<file path="src/rtl/fnd_pkg.sv">
// -----------------------------------------------------------------------------
// fnd_pkg
// Shared constants for the multiplexed 7-segment display peripheral:
//   - APB register offsets (PADDR[3:2] values)
//   - CTRL bit indices
//   - 16-entry glyph table (segments {g,f,e,d,c,b,a}, active-low) and lookup
// -----------------------------------------------------------------------------
package fnd_pkg;

   // Register selectors, i.e. byte offset >> 2
   localparam logic [1:0] REG_DATA   = 2'd0;   // 0x0
   localparam logic [1:0] REG_CTRL   = 2'd1;   // 0x4
   localparam logic [1:0] REG_MASK   = 2'd2;   // 0x8
   localparam logic [1:0] REG_BRIGHT = 2'd3;   // 0xC

   // CTRL register layout
   localparam int CTRL_EN    = 0;
   localparam int CTRL_LZB   = 1;
   localparam int CTRL_BLINK = 2;
   localparam int CTRL_W     = 3;

   // Bit position of the BLINK field inside MASK
   localparam int MASK_BLINK_LSB = 16;

   // Active-low glyphs: 0-9, then L r S t o P for A-F
   localparam logic [6:0] GLYPH_TBL [16] = '{
      7'h40, 7'h79, 7'h24, 7'h30, 7'h19, 7'h12, 7'h02, 7'h78,
      7'h00, 7'h10, 7'h47, 7'h2F, 7'h12, 7'h07, 7'h23, 7'h0C
   };

   function automatic logic [6:0] fnd_glyph(input logic [3:0] nibble);
      return GLYPH_TBL[nibble];
   endfunction

endpackage

</file>
<file path="src/rtl/fnd_periph_mx_if.sv">
// -----------------------------------------------------------------------------
// fnd_periph_mx_if
// APB bus bundle for the display peripheral.
//   master modport: drives PADDR/PWDATA/PWRITE/PENABLE/PSEL, samples PRDATA/PREADY
//   slave  modport: the reverse
// -----------------------------------------------------------------------------
interface fnd_periph_mx_if;
   logic [3:0]  PADDR;
   logic [31:0] PWDATA;
   logic        PWRITE;
   logic        PENABLE;
   logic        PSEL;
   logic [31:0] PRDATA;
   logic        PREADY;

   modport master (
      output PADDR, PWDATA, PWRITE, PENABLE, PSEL,
      input  PRDATA, PREADY
   );

   modport slave (
      input  PADDR, PWDATA, PWRITE, PENABLE, PSEL,
      output PRDATA, PREADY
   );
endinterface

</file>
<file path="src/rtl/fnd_scan_timer.sv">
// -----------------------------------------------------------------------------
// fnd_scan_timer
// Digit-scan timebase: prescaler -> 16-phase PWM counter -> digit select,
// plus a blink counter stepped once per digit slot.
// Ports:
//   PCLK, PRESET  clock, async active-low reset
//   run_i         1 = counting; 0 = all counters forced to 0
//   sel_o         digit currently being scanned (0..N_DIGITS-1)
//   ph_o          PWM phase within the slot (0..15)
//   blink_ph_o    blink half-period indicator (1 = blink-off half)
// -----------------------------------------------------------------------------
module fnd_scan_timer #(
   parameter  int N_DIGITS    = 4,
   parameter  int SCAN_DIV    = 100_000,
   parameter  int BLINK_SLOTS = 250,
   localparam int SEL_W       = (N_DIGITS > 1) ? $clog2(N_DIGITS) : 1
) (
   input  logic             PCLK,
   input  logic             PRESET,
   input  logic             run_i,
   output logic [SEL_W-1:0] sel_o,
   output logic [3:0]       ph_o,
   output logic             blink_ph_o
);

   localparam int PRE_MAX = SCAN_DIV / 16;
   localparam int PRE_W   = $clog2(PRE_MAX);
   localparam int BLK_W   = (BLINK_SLOTS > 1) ? $clog2(BLINK_SLOTS) : 1;

   localparam logic [PRE_W-1:0] PRE_LAST = PRE_W'(PRE_MAX - 1);
   localparam logic [SEL_W-1:0] SEL_LAST = SEL_W'(N_DIGITS - 1);
   localparam logic [BLK_W-1:0] BLK_LAST = BLK_W'(BLINK_SLOTS - 1);

   logic [PRE_W-1:0] pre_q,  pre_d;
   logic [3:0]       ph_q,   ph_d;
   logic [SEL_W-1:0] sel_q,  sel_d;
   logic [BLK_W-1:0] bcnt_q, bcnt_d;
   logic             bph_q,  bph_d;

   logic pre_wrap;
   logic slot_end;

   assign pre_wrap = (pre_q == PRE_LAST);
   assign slot_end = pre_wrap && (ph_q == 4'hF);

   always_comb begin
      pre_d  = pre_q;
      ph_d   = ph_q;
      sel_d  = sel_q;
      bcnt_d = bcnt_q;
      bph_d  = bph_q;
      if (!run_i) begin
         // Held at zero so that enabling always starts at digit 0, phase 0
         pre_d  = '0;
         ph_d   = '0;
         sel_d  = '0;
         bcnt_d = '0;
         bph_d  = 1'b0;
      end else begin
         pre_d = pre_wrap ? '0 : pre_q + 1'b1;
         if (pre_wrap) begin
            ph_d = ph_q + 4'd1;   // 15 -> 0 wraps naturally at slot end
         end
         if (slot_end) begin
            sel_d = (sel_q == SEL_LAST) ? '0 : sel_q + 1'b1;
            if (bcnt_q == BLK_LAST) begin
               bcnt_d = '0;
               bph_d  = ~bph_q;
            end else begin
               bcnt_d = bcnt_q + 1'b1;
            end
         end
      end
   end

   always_ff @(posedge PCLK or negedge PRESET) begin
      if (!PRESET) begin
         pre_q  <= '0;
         ph_q   <= '0;
         sel_q  <= '0;
         bcnt_q <= '0;
         bph_q  <= 1'b0;
      end else begin
         pre_q  <= pre_d;
         ph_q   <= ph_d;
         sel_q  <= sel_d;
         bcnt_q <= bcnt_d;
         bph_q  <= bph_d;
      end
   end

   assign sel_o      = sel_q;
   assign ph_o       = ph_q;
   assign blink_ph_o = bph_q;

endmodule

</file>
<file path="src/rtl/fnd_periph_mx.sv">
// -----------------------------------------------------------------------------
// fnd_periph_mx
// APB slave driving an N-digit multiplexed common-anode 7-segment display with
// per-digit decimal point, per-digit blink, leading-zero blanking and 16-step
// PWM brightness.
// Ports:
//   PCLK, PRESET  clock, async active-low reset
//   apb           APB slave port (one wait state per transfer)
//   fndFont       segments {dp,g,f,e,d,c,b,a}, active-low
//   fndComm       digit commons, active-low; bit 0 = rightmost digit
// -----------------------------------------------------------------------------
module fnd_periph_mx
   import fnd_pkg::*;
#(
   parameter int N_DIGITS    = 4,
   parameter int SCAN_DIV    = 100_000,
   parameter int BLINK_SLOTS = 250
) (
   input  logic                PCLK,
   input  logic                PRESET,
   fnd_periph_mx_if.slave      apb,
   output logic [7:0]          fndFont,
   output logic [N_DIGITS-1:0] fndComm
);

   localparam int SEL_W = (N_DIGITS > 1) ? $clog2(N_DIGITS) : 1;
   localparam logic [N_DIGITS-1:0] DIGIT0_ON = N_DIGITS'(1);

   // ---------------- register file ----------------
   logic [4*N_DIGITS-1:0] data_q,   data_d;
   logic [CTRL_W-1:0]     ctrl_q,   ctrl_d;
   logic [N_DIGITS-1:0]   dp_q,     dp_d;
   logic [N_DIGITS-1:0]   blink_q,  blink_d;
   logic [3:0]            bright_q, bright_d;
   logic                  pready_q, pready_d;
   logic [31:0]           prdata_q, prdata_d;
   logic                  served_q, served_d;

   logic        access;
   logic        commit;
   logic [31:0] rdata;
   logic        unused_apb;

   assign access = apb.PSEL && apb.PENABLE;
   // One commit per continuous access phase: a master that keeps PSEL/PENABLE
   // high past PREADY does not start a second transfer.
   assign commit = access && !served_q;

   assign unused_apb = ^{apb.PADDR[1:0], apb.PWDATA};

   always_comb begin
      rdata = '0;
      case (apb.PADDR[3:2])
         REG_DATA: rdata[4*N_DIGITS-1:0] = data_q;
         REG_CTRL: rdata[CTRL_W-1:0]     = ctrl_q;
         REG_MASK: begin
            rdata[N_DIGITS-1:0]                 = dp_q;
            rdata[MASK_BLINK_LSB +: N_DIGITS]   = blink_q;
         end
         default:  rdata[3:0]            = bright_q;
      endcase
   end

   always_comb begin
      data_d   = data_q;
      ctrl_d   = ctrl_q;
      dp_d     = dp_q;
      blink_d  = blink_q;
      bright_d = bright_q;
      pready_d = commit;
      prdata_d = (commit && !apb.PWRITE) ? rdata : '0;
      served_d = access;
      if (commit && apb.PWRITE) begin
         case (apb.PADDR[3:2])
            REG_DATA: data_d = apb.PWDATA[4*N_DIGITS-1:0];
            REG_CTRL: ctrl_d = apb.PWDATA[CTRL_W-1:0];
            REG_MASK: begin
               dp_d    = apb.PWDATA[N_DIGITS-1:0];
               blink_d = apb.PWDATA[MASK_BLINK_LSB +: N_DIGITS];
            end
            default:  bright_d = apb.PWDATA[3:0];
         endcase
      end
   end

   always_ff @(posedge PCLK or negedge PRESET) begin
      if (!PRESET) begin
         data_q   <= '0;
         ctrl_q   <= '0;
         dp_q     <= '0;
         blink_q  <= '0;
         bright_q <= '0;
         pready_q <= 1'b0;
         prdata_q <= '0;
         served_q <= 1'b0;
      end else begin
         data_q   <= data_d;
         ctrl_q   <= ctrl_d;
         dp_q     <= dp_d;
         blink_q  <= blink_d;
         bright_q <= bright_d;
         pready_q <= pready_d;
         prdata_q <= prdata_d;
         served_q <= served_d;
      end
   end

   assign apb.PREADY = pready_q;
   assign apb.PRDATA = prdata_q;

   // ---------------- scan timebase ----------------
   logic [SEL_W-1:0] sel;
   logic [3:0]       ph;
   logic             blink_ph;
   logic             run;

   // Counters run only while EN is set now and after this edge, so a write
   // clearing EN zeroes them on the commit edge itself, and a write setting
   // EN leaves them at zero for the first displayed cycle.
   assign run = ctrl_q[CTRL_EN] && ctrl_d[CTRL_EN];

   fnd_scan_timer #(
      .N_DIGITS    (N_DIGITS),
      .SCAN_DIV    (SCAN_DIV),
      .BLINK_SLOTS (BLINK_SLOTS)
   ) u_scan (
      .PCLK       (PCLK),
      .PRESET     (PRESET),
      .run_i      (run),
      .sel_o      (sel),
      .ph_o       (ph),
      .blink_ph_o (blink_ph)
   );

   // ---------------- blanking / mux ----------------
   // upper_zero[i]: nibbles i..N_DIGITS-1 are all zero
   logic [N_DIGITS-1:0] upper_zero;

   for (genvar gi = 0; gi < N_DIGITS; gi++) begin : g_lzb
      assign upper_zero[gi] = (data_q[4*N_DIGITS-1:4*gi] == '0);
   end

   logic [3:0] nibble;
   logic       lzb_blank;
   logic       blink_blank;
   logic       pwm_off;
   logic       blank;

   assign nibble      = data_q[4*sel +: 4];
   assign lzb_blank   = ctrl_q[CTRL_LZB] && (sel != '0) && upper_zero[sel];
   assign blink_blank = ctrl_q[CTRL_BLINK] && blink_q[sel] && blink_ph;
   assign pwm_off     = (ph > bright_q);
   assign blank       = !ctrl_q[CTRL_EN] || lzb_blank || blink_blank || pwm_off;

   assign fndComm = blank ? '1 : ~(DIGIT0_ON << sel);
   assign fndFont = blank ? 8'hFF : {~dp_q[sel], fnd_glyph(nibble)};

endmodule

</file>
<file path="src/flat_wrapper.sv">
// flat-port wrapper written by rule: the top's interface ports become plain ports
module fnd_periph_mx_flat import fnd_pkg::*;
#(
   parameter int N_DIGITS    = 4,
   parameter int SCAN_DIV    = 100_000,
   parameter int BLINK_SLOTS = 250
)
  (PCLK, PRESET, fndFont, fndComm, apb_PADDR, apb_PWDATA, apb_PWRITE, apb_PENABLE, apb_PSEL, apb_PRDATA, apb_PREADY);
  fnd_periph_mx_if apb_i ();
  input  logic PCLK;
  input  logic PRESET;
  output logic [7:0] fndFont;
  output logic [N_DIGITS-1:0] fndComm;
  input wire logic [$bits(apb_i.PADDR)-1:0] apb_PADDR;
  input wire logic [$bits(apb_i.PWDATA)-1:0] apb_PWDATA;
  input wire logic [$bits(apb_i.PWRITE)-1:0] apb_PWRITE;
  input wire logic [$bits(apb_i.PENABLE)-1:0] apb_PENABLE;
  input wire logic [$bits(apb_i.PSEL)-1:0] apb_PSEL;
  output wire logic [$bits(apb_i.PRDATA)-1:0] apb_PRDATA;
  output wire logic [$bits(apb_i.PREADY)-1:0] apb_PREADY;
  assign apb_i.PADDR = apb_PADDR;
  assign apb_i.PWDATA = apb_PWDATA;
  assign apb_i.PWRITE = apb_PWRITE;
  assign apb_i.PENABLE = apb_PENABLE;
  assign apb_i.PSEL = apb_PSEL;
  assign apb_PRDATA = apb_i.PRDATA;
  assign apb_PREADY = apb_i.PREADY;
  fnd_periph_mx #(.N_DIGITS(N_DIGITS), .SCAN_DIV(SCAN_DIV), .BLINK_SLOTS(BLINK_SLOTS)) u_core (.PCLK(PCLK), .PRESET(PRESET), .apb(apb_i), .fndFont(fndFont), .fndComm(fndComm));
endmodule
</file>
<file path="config.mk">
export PLATFORM = sky130hd
export DESIGN_NAME = fnd_periph_mx_flat
export DESIGN_NICKNAME = d
export VERILOG_FILES = /design/src/rtl/fnd_pkg.sv /design/src/rtl/fnd_periph_mx_if.sv /design/src/rtl/fnd_scan_timer.sv /design/src/rtl/fnd_periph_mx.sv /design/src/flat_wrapper.sv
export SDC_FILE = /design/constraint.sdc
export NUM_CORES = 1
export LEC_CHECK = 0
export ABC_CLOCK_PERIOD_IN_PS = 2300
export CAP_MARGIN = 25
export CORE_MARGIN = 4
export CORE_UTILIZATION = 47
export DETAILED_ROUTE_END_ITERATION = 7
export GPL_ROUTABILITY_DRIVEN = 0
export PLACE_DENSITY = 0.78
export REMOVE_ABC_BUFFERS = 1
export SETUP_SLACK_MARGIN = 0.05
export SYNTH_ARGS = -nofsm -noshare
export SYNTH_HDL_FRONTEND = slang
export SYNTH_SLANG_ARGS = --single-unit
</file>
<file path="constraint.sdc">
create_clock -name PCLK -period 2.3 [get_ports PCLK]
set_clock_uncertainty 0.15 [all_clocks]
set_input_delay 0.46 -clock PCLK [delete_from_list [all_inputs] [get_ports PCLK]]
set_output_delay 0.46 -clock PCLK [all_outputs]
set_load 0.02 [all_outputs]
</file>
---- Yosys cells after proc, flatten, opt, wreduce, memory -nomap -nowiden ----
Memory sizes are Yosys's and may differ from the RTL's.
Index checks and enable logic that the tools add are counted.
storage, ports and cells
  memories ................................ 1
  logic and storage cells ................. 96
  input bits .............................. 41
  ROM bits ................................ 112
  output and inout bits ................... 45
  register bits ........................... 93
memories
  memory            depth  width  read ports  clocked after memory_dff  write ports  RTL line       RTL
  (name not given)  16     7      1           0                         0            fnd_pkg.sv:32  return GLYPH_TBL[nibble];
cells by class
  multiplexer cells ....................... 30
  add/subtract/negate cells ............... 4
  equality and inequality tests ........... 9
  shift-type cells ........................ 2
  bitwise gates (word level) .............. 5
  $lt $le $gt $ge ......................... 3
  reduce and logical (&&, ||, !) cells .... 28
operator list
  kind                                                             count
  8-bit two-way mux                                                4
  13-bit two-way mux                                               2
  20-bit two-way mux                                               1
  16-bit logical NOT                                               1
  4-bit two-way mux                                                4
  16-bit by 5-bit variable part select with 4-bit output           1
  7-bit two-way mux                                                2
  13-bit by 1-bit adder with 13-bit output, second input constant  1
  13-bit == test, second input constant                            1
  12-bit logical NOT                                               1
  12-bit two-way mux                                               1
  1-bit logical AND                                                10
  2-bit AND reduction                                              5
  3-bit one-hot mux with 3 select lines                            1
  8-bit by 1-bit adder with 8-bit output, second input constant    1
  8-bit == test, second input constant                             1
  8-bit logical NOT                                                1
  1-bit two-way mux                                                8
  1-bit binary-select mux with 2-bit select                        3
  2-bit two-way mux                                                3
  2-bit by 1-bit != test with 1-bit output, second input constant  3
  5-bit >= comparator, second input constant                       1
  4-bit NOT with 5-bit output                                      1
  4-bit by 1-bit adder with 4-bit output, second input constant    1
  other kinds (16)                                                 23

---- Depth between registers and ports, before layout ----
Gate-level depths: netlist (run 1).
  depth after elaboration ................. 8
  gate-level depth with buffers ........... 8
  gate-level depth less buffers ........... 7

---- Modules after synthesis ----
From an unflattened synthesis (run 1), not the netlist that was laid out.
unflattened totals
  cells, all modules ...................... 375
  area total of the unflattened synthesis .. 4,365.4 um^2
modules (own cells, without submodules)
  module          seq. area each (um^2)  instances  area each (um^2)  cells an instance
  fnd_periph_mx   1,326.3                1          2,869.0           224
  fnd_scan_timer  700.7                  1          1,496.4           151

---- Worst setup path before layout (run 1) ----
Ideal clock, no wire load.
  path type ............................... reg-to-output
  start ................................... reg u_core.u_scan.sel_q[0] (netlist: u_core.u_scan.sel_o[0])
  end ..................................... out fndFont[3]
  cell stages (with the launch flop) ...... 8
  data arrival time ....................... 2.064 ns
  path slack .............................. -0.374 ns
  buffers on the path ..................... 1
  required time ........................... 1.690 ns
  cells stage by stage .................... dfrtp_1 -> buf_6 -> mux4_1 -> inv_1 -> ha_1 -> nand2_1 -> o21ai_0 -> o211ai_1
between the ends
  word-level cells in the longest chain between the ends .. 7
  elaborated cells on any way between the ends .. 18
  classes of those cells .................. shift: 1; mux: 7; bitwise: 1; reduce/logical: 8; memory: 1
RTL lines
  item                                                                            RTL line              RTL
  from (decl)                                                                     fnd_scan_timer.sv:36  logic [SEL_W-1:0] sel_q, sel_d;
  from (signal assigned)                                                          fnd_scan_timer.sv:86  sel_q <= sel_d;
  parallel branches: the longest is 6 deep, another holds memory read 16 x 7 bit  --
  8-bit two-way mux (*)                                                           fnd_periph_mx.sv:156  assign fndFont = blank ? 8'hFF : {~dp_q[sel], fnd_glyph(nibble)};
  to (decl)                                                                       flat_wrapper.sv:12    output logic [7:0] fndFont;
Every way passes the cells marked *. The select of a mux whose other input is x is not followed.

---- Final worst setup path (run 1) ----
  start ................................... reg u_core.u_scan.sel_q[0] (netlist: u_core.u_scan.sel_o[0])
  end ..................................... out fndFont[0]
Same word-level chain as after synthesis.

==> results_dict.tcl, run 1 <==
set metrics [dict create \
    start_util 0.483 \
    power.share.switching 0.316 \
    clock_path_buffers 2 \
    violations "negative setup slack" \
    synth_edf_count 0 \
    required_ns 1.69 \
    drtIter0Drc 80 \
    antenna_found_initial 0 \
    pwr-share-comb 0.317 \
    most-common-layout-cells "79 x dfrtp_1, 56 x buf_4, 46 x clkdlybuf4s50_1, 33 x nor2_1, 32 x mux2_2" \
    fin_ws_ns -0.608 \
    htree_levels 3 \
    maxCapViolCount 0 \
    dp_hpwl_um 6880 \
    pin_count 86 \
    power_density_nw_per_um2 707 \
    clock_latency_ns 0.36 \
    dp_cells 574 \
    grt_use_total 0.197 \
    fin_nets 549 \
    num_antenna_cells 0 \
    cts.clk_slew.worst_paths_ns 0.09 \
    synth_cell_type_count 47 \
    core_sq_um 8680 \
    period_needed_ns 2.91 \
    startpoint_type "flip-flop" \
    cts_sinks 81 \
    grt_max_degree 36 \
    die_x_um 102 \
    chipHeight_um 102 \
    synthArstFlopShare 1.00 \
    final_common_cell "dfrtp_1" \
    status "complete, but fails checks" \
    port_buffers 59 \
    cts_tree "built" \
    max-vdd-ir-drop_mv 0.340 \
    ys_ff_latch 81 \
    rsz0062_at_grt "true" \
    synth_cells 369 \
    via_per_inst 5.34 \
    fill_cells 642 \
    power.internal_mw 2.75 \
    worst-path-max-fanout 4 \
    finalSetupViolCount 12 \
    rows 34 \
    grt_pass1_wl_um 15900 \
    holdWs_ns 0.304 \
    postSynthAreaPerCell_sq_um 11.4 \
    fmax_mhz 344 \
    ant_nets 0 \
    synth.yosys.seq_area_share 0.484 \
    cp_data_arrival_time_ns 2.30 \
    grt-ovfl-total 0 \
    cts_buffers 9 \
    p_sw_mw 1.27 \
    cts-root-buf "clkbuf_8" \
    drt_wl_total_um 9910 \
    synth-main-ff-cell "dfrtp_1" \
    stdcell_count 602 \
    grt_pass1_vias 3315 \
    maxSlewViolCount 0 \
    drc 0 \
    p_leak_nw 2.55 \
    path_class "flip-flop to output pin" \
    wire_per_inst_um 16.5 \
    dieArea_sq_um 10500 \
    hold_path.class "flip-flop to flip-flop" \
    hold_viol 0 \
    layout-drive-gt1-share 0.334 \
    syn-cell-area_sq_um 4190 \
    power_frac_clock 0.260 \
    pre_cts_slack_ns -0.688 \
    vias 3214 \
    cp-end-kind "output pin" \
    period_share 1.26 \
    ys_warn_count 0 \
    syn_to_final_growth_pct 35.7 \
    seqPwrFrac 0.424 \
    first_pass_iters 5 \
]
path summary, 6_finish.rpt:
path	from	endpoint	slack (ns)	cells past startpoint
max	u_core.u_scan.sel_o[0]$_DFFE_PN0P_	fndFont[0]	-0.61	8
min	u_core.served_q$_DFF_PN0_	u_core.apb.PREADY$_DFF_PN0_	0.30	1
max reg2reg	u_core.u_scan.pre_q[1]$_DFF_PN0_	u_core.u_scan.bcnt_q[5]$_DFFE_PN0P_	0.27	7
min reg2reg	u_core.served_q$_DFF_PN0_	u_core.apb.PREADY$_DFF_PN0_	0.30	1
max in group asynchronous	PRESET	u_core.u_scan.ph_o[2]$_DFFE_PN0P_	1.01	3
min in group asynchronous	PRESET	u_core.u_scan.pre_q[7]$_DFF_PN0_	0.44	2
cell families after synthesis:
logic type | count (synthesis) | share of synthesized area
flip-flops | 81 | 0.484
adder cells (fa/ha/maj) | 19 | 0.0568
other | 1 | 0.000895
AO/OA/AOI/OAI | 39 | 0.0582
buffers and inverters | 39 | 0.0573
XOR/XNOR | 15 | 0.0314
AND/OR/NAND/NOR | 127 | 0.159
multiplexers | 48 | 0.153
flip-flops by register name, indices dropped and copies added (netlist names), 2 cells and up:
register              count
u_core.apb.PRDATA        20
u_core.data_q            16
u_core.u_scan.pre_q      13
u_core.u_scan.bcnt_q      8
u_core.blink_q            4
u_core.bright_q           4
u_core.dp_q               4
u_core.u_scan.ph_o        4
u_core.ctrl_q             3
u_core.u_scan.sel_o       2
timing repair:
| item | 4_1_cts | 5_1_grt |
|---|---|---|
| pin swaps | 7 | 4 |
| resized for setup | 83 | 34 |
| buffers inserted | 6 | 4 |
| gates cloned | 1 | 0 |
| hold buffers | 1 | 0 |
| endpoints found under the hold margin | 32 | 0 |
| setup endpoints to repair | 12 | 12 |
critical path, stage by stage (launching register included):
cell and delay (ns):
dfrtp_2 0.43, mux4_2 0.59, inv_2 0.11, ha_4 0.21, mux2i_1 0.21, nand2_1 0.11
o21ai_2 0.07, nand2_1 0.07, buf_6 0.13
synth_stat cells (6+ instances only):
cell type  instances  area, sq um
a21oi_1           14         70.1
xnor2_1            6         52.6
nor3_1             8         40.0
nor2_1            33          124
ha_1              19          238
buf_2              8         40.0
and2_1            16          100
nand3_1           13         65.1
mux2_2            32          360
o21ai_0            6         30.0
dfrtp_1           81         2030
mux2i_1            7         70.1
a211oi_1           6         45.0
xor2_1             9         78.8
nand2_1           26         97.6
buf_4             13         97.6
inv_1             12         45.0
metal layers:
layer | track usage | part of all wire | up-vias
li1 | - | - | 1507
met1 | 0.225 | 0.39 | 1586
met2 | 0.356 | 0.53 | 98
met3 | 0.0471 | 0.052 | 23
met4 | 0.0737 | 0.026 | 0
met5 | 0 | 0 | -
per-stage QoR:
stage / setup TNS (ns) / util / instance area, sq um / power [mW]
2_1_floorplan: -4.25 / - / 4040 / 2.22
3_3_place_gp: -6.68 / 0.601 / 5210 / 2.75
3_5_place_dp: -7.32 / 0.601 / 5210 / 2.79
4_1_cts: -5.54 / 0.641 / 5560 / 3.92
5_1_grt: -6.65 / 0.655 / 5690 / 4.21
6_report: -5.51 / 0.655 / 5690 / 4.02
cell type report:
type,count,area [sq um],share of cell area
Clock inverter,6,67.6,0.0119
Clock buffer,10,128,0.0224
Inverter,12,45.0,0.00792
Timing Repair Buffer,125,1170,0.205
Sequential cell,81,2030,0.357
Tap cell,108,135,0.0238
Multi-Input combinational cell,260,2110,0.372
power by group through the flow:
stage	combinational, mW	clock (mW)	sequential [mW]
2_1_floorplan	0.537	0	1.69
3_3_place_gp	1.04	0	1.71
3_5_place_dp	1.08	0	1.71
4_1_cts	1.17	1.06	1.69
5_1_grt	1.37	1.13	1.72
6_report	1.27	1.04	1.70
Power figures use the tool's default switching activity.
==> run 2: changes to the inputs <==
--- a/config.mk
+++ b/config.mk
@@ -17,3 +17,4 @@
 export SYNTH_ARGS = -nofsm -noshare
 export SYNTH_HDL_FRONTEND = slang
 export SYNTH_SLANG_ARGS = --single-unit
+export TNS_END_PERCENT = 100
==> results of run 2 <==
Final layout, timing and power as in run 1 (identical DEF).
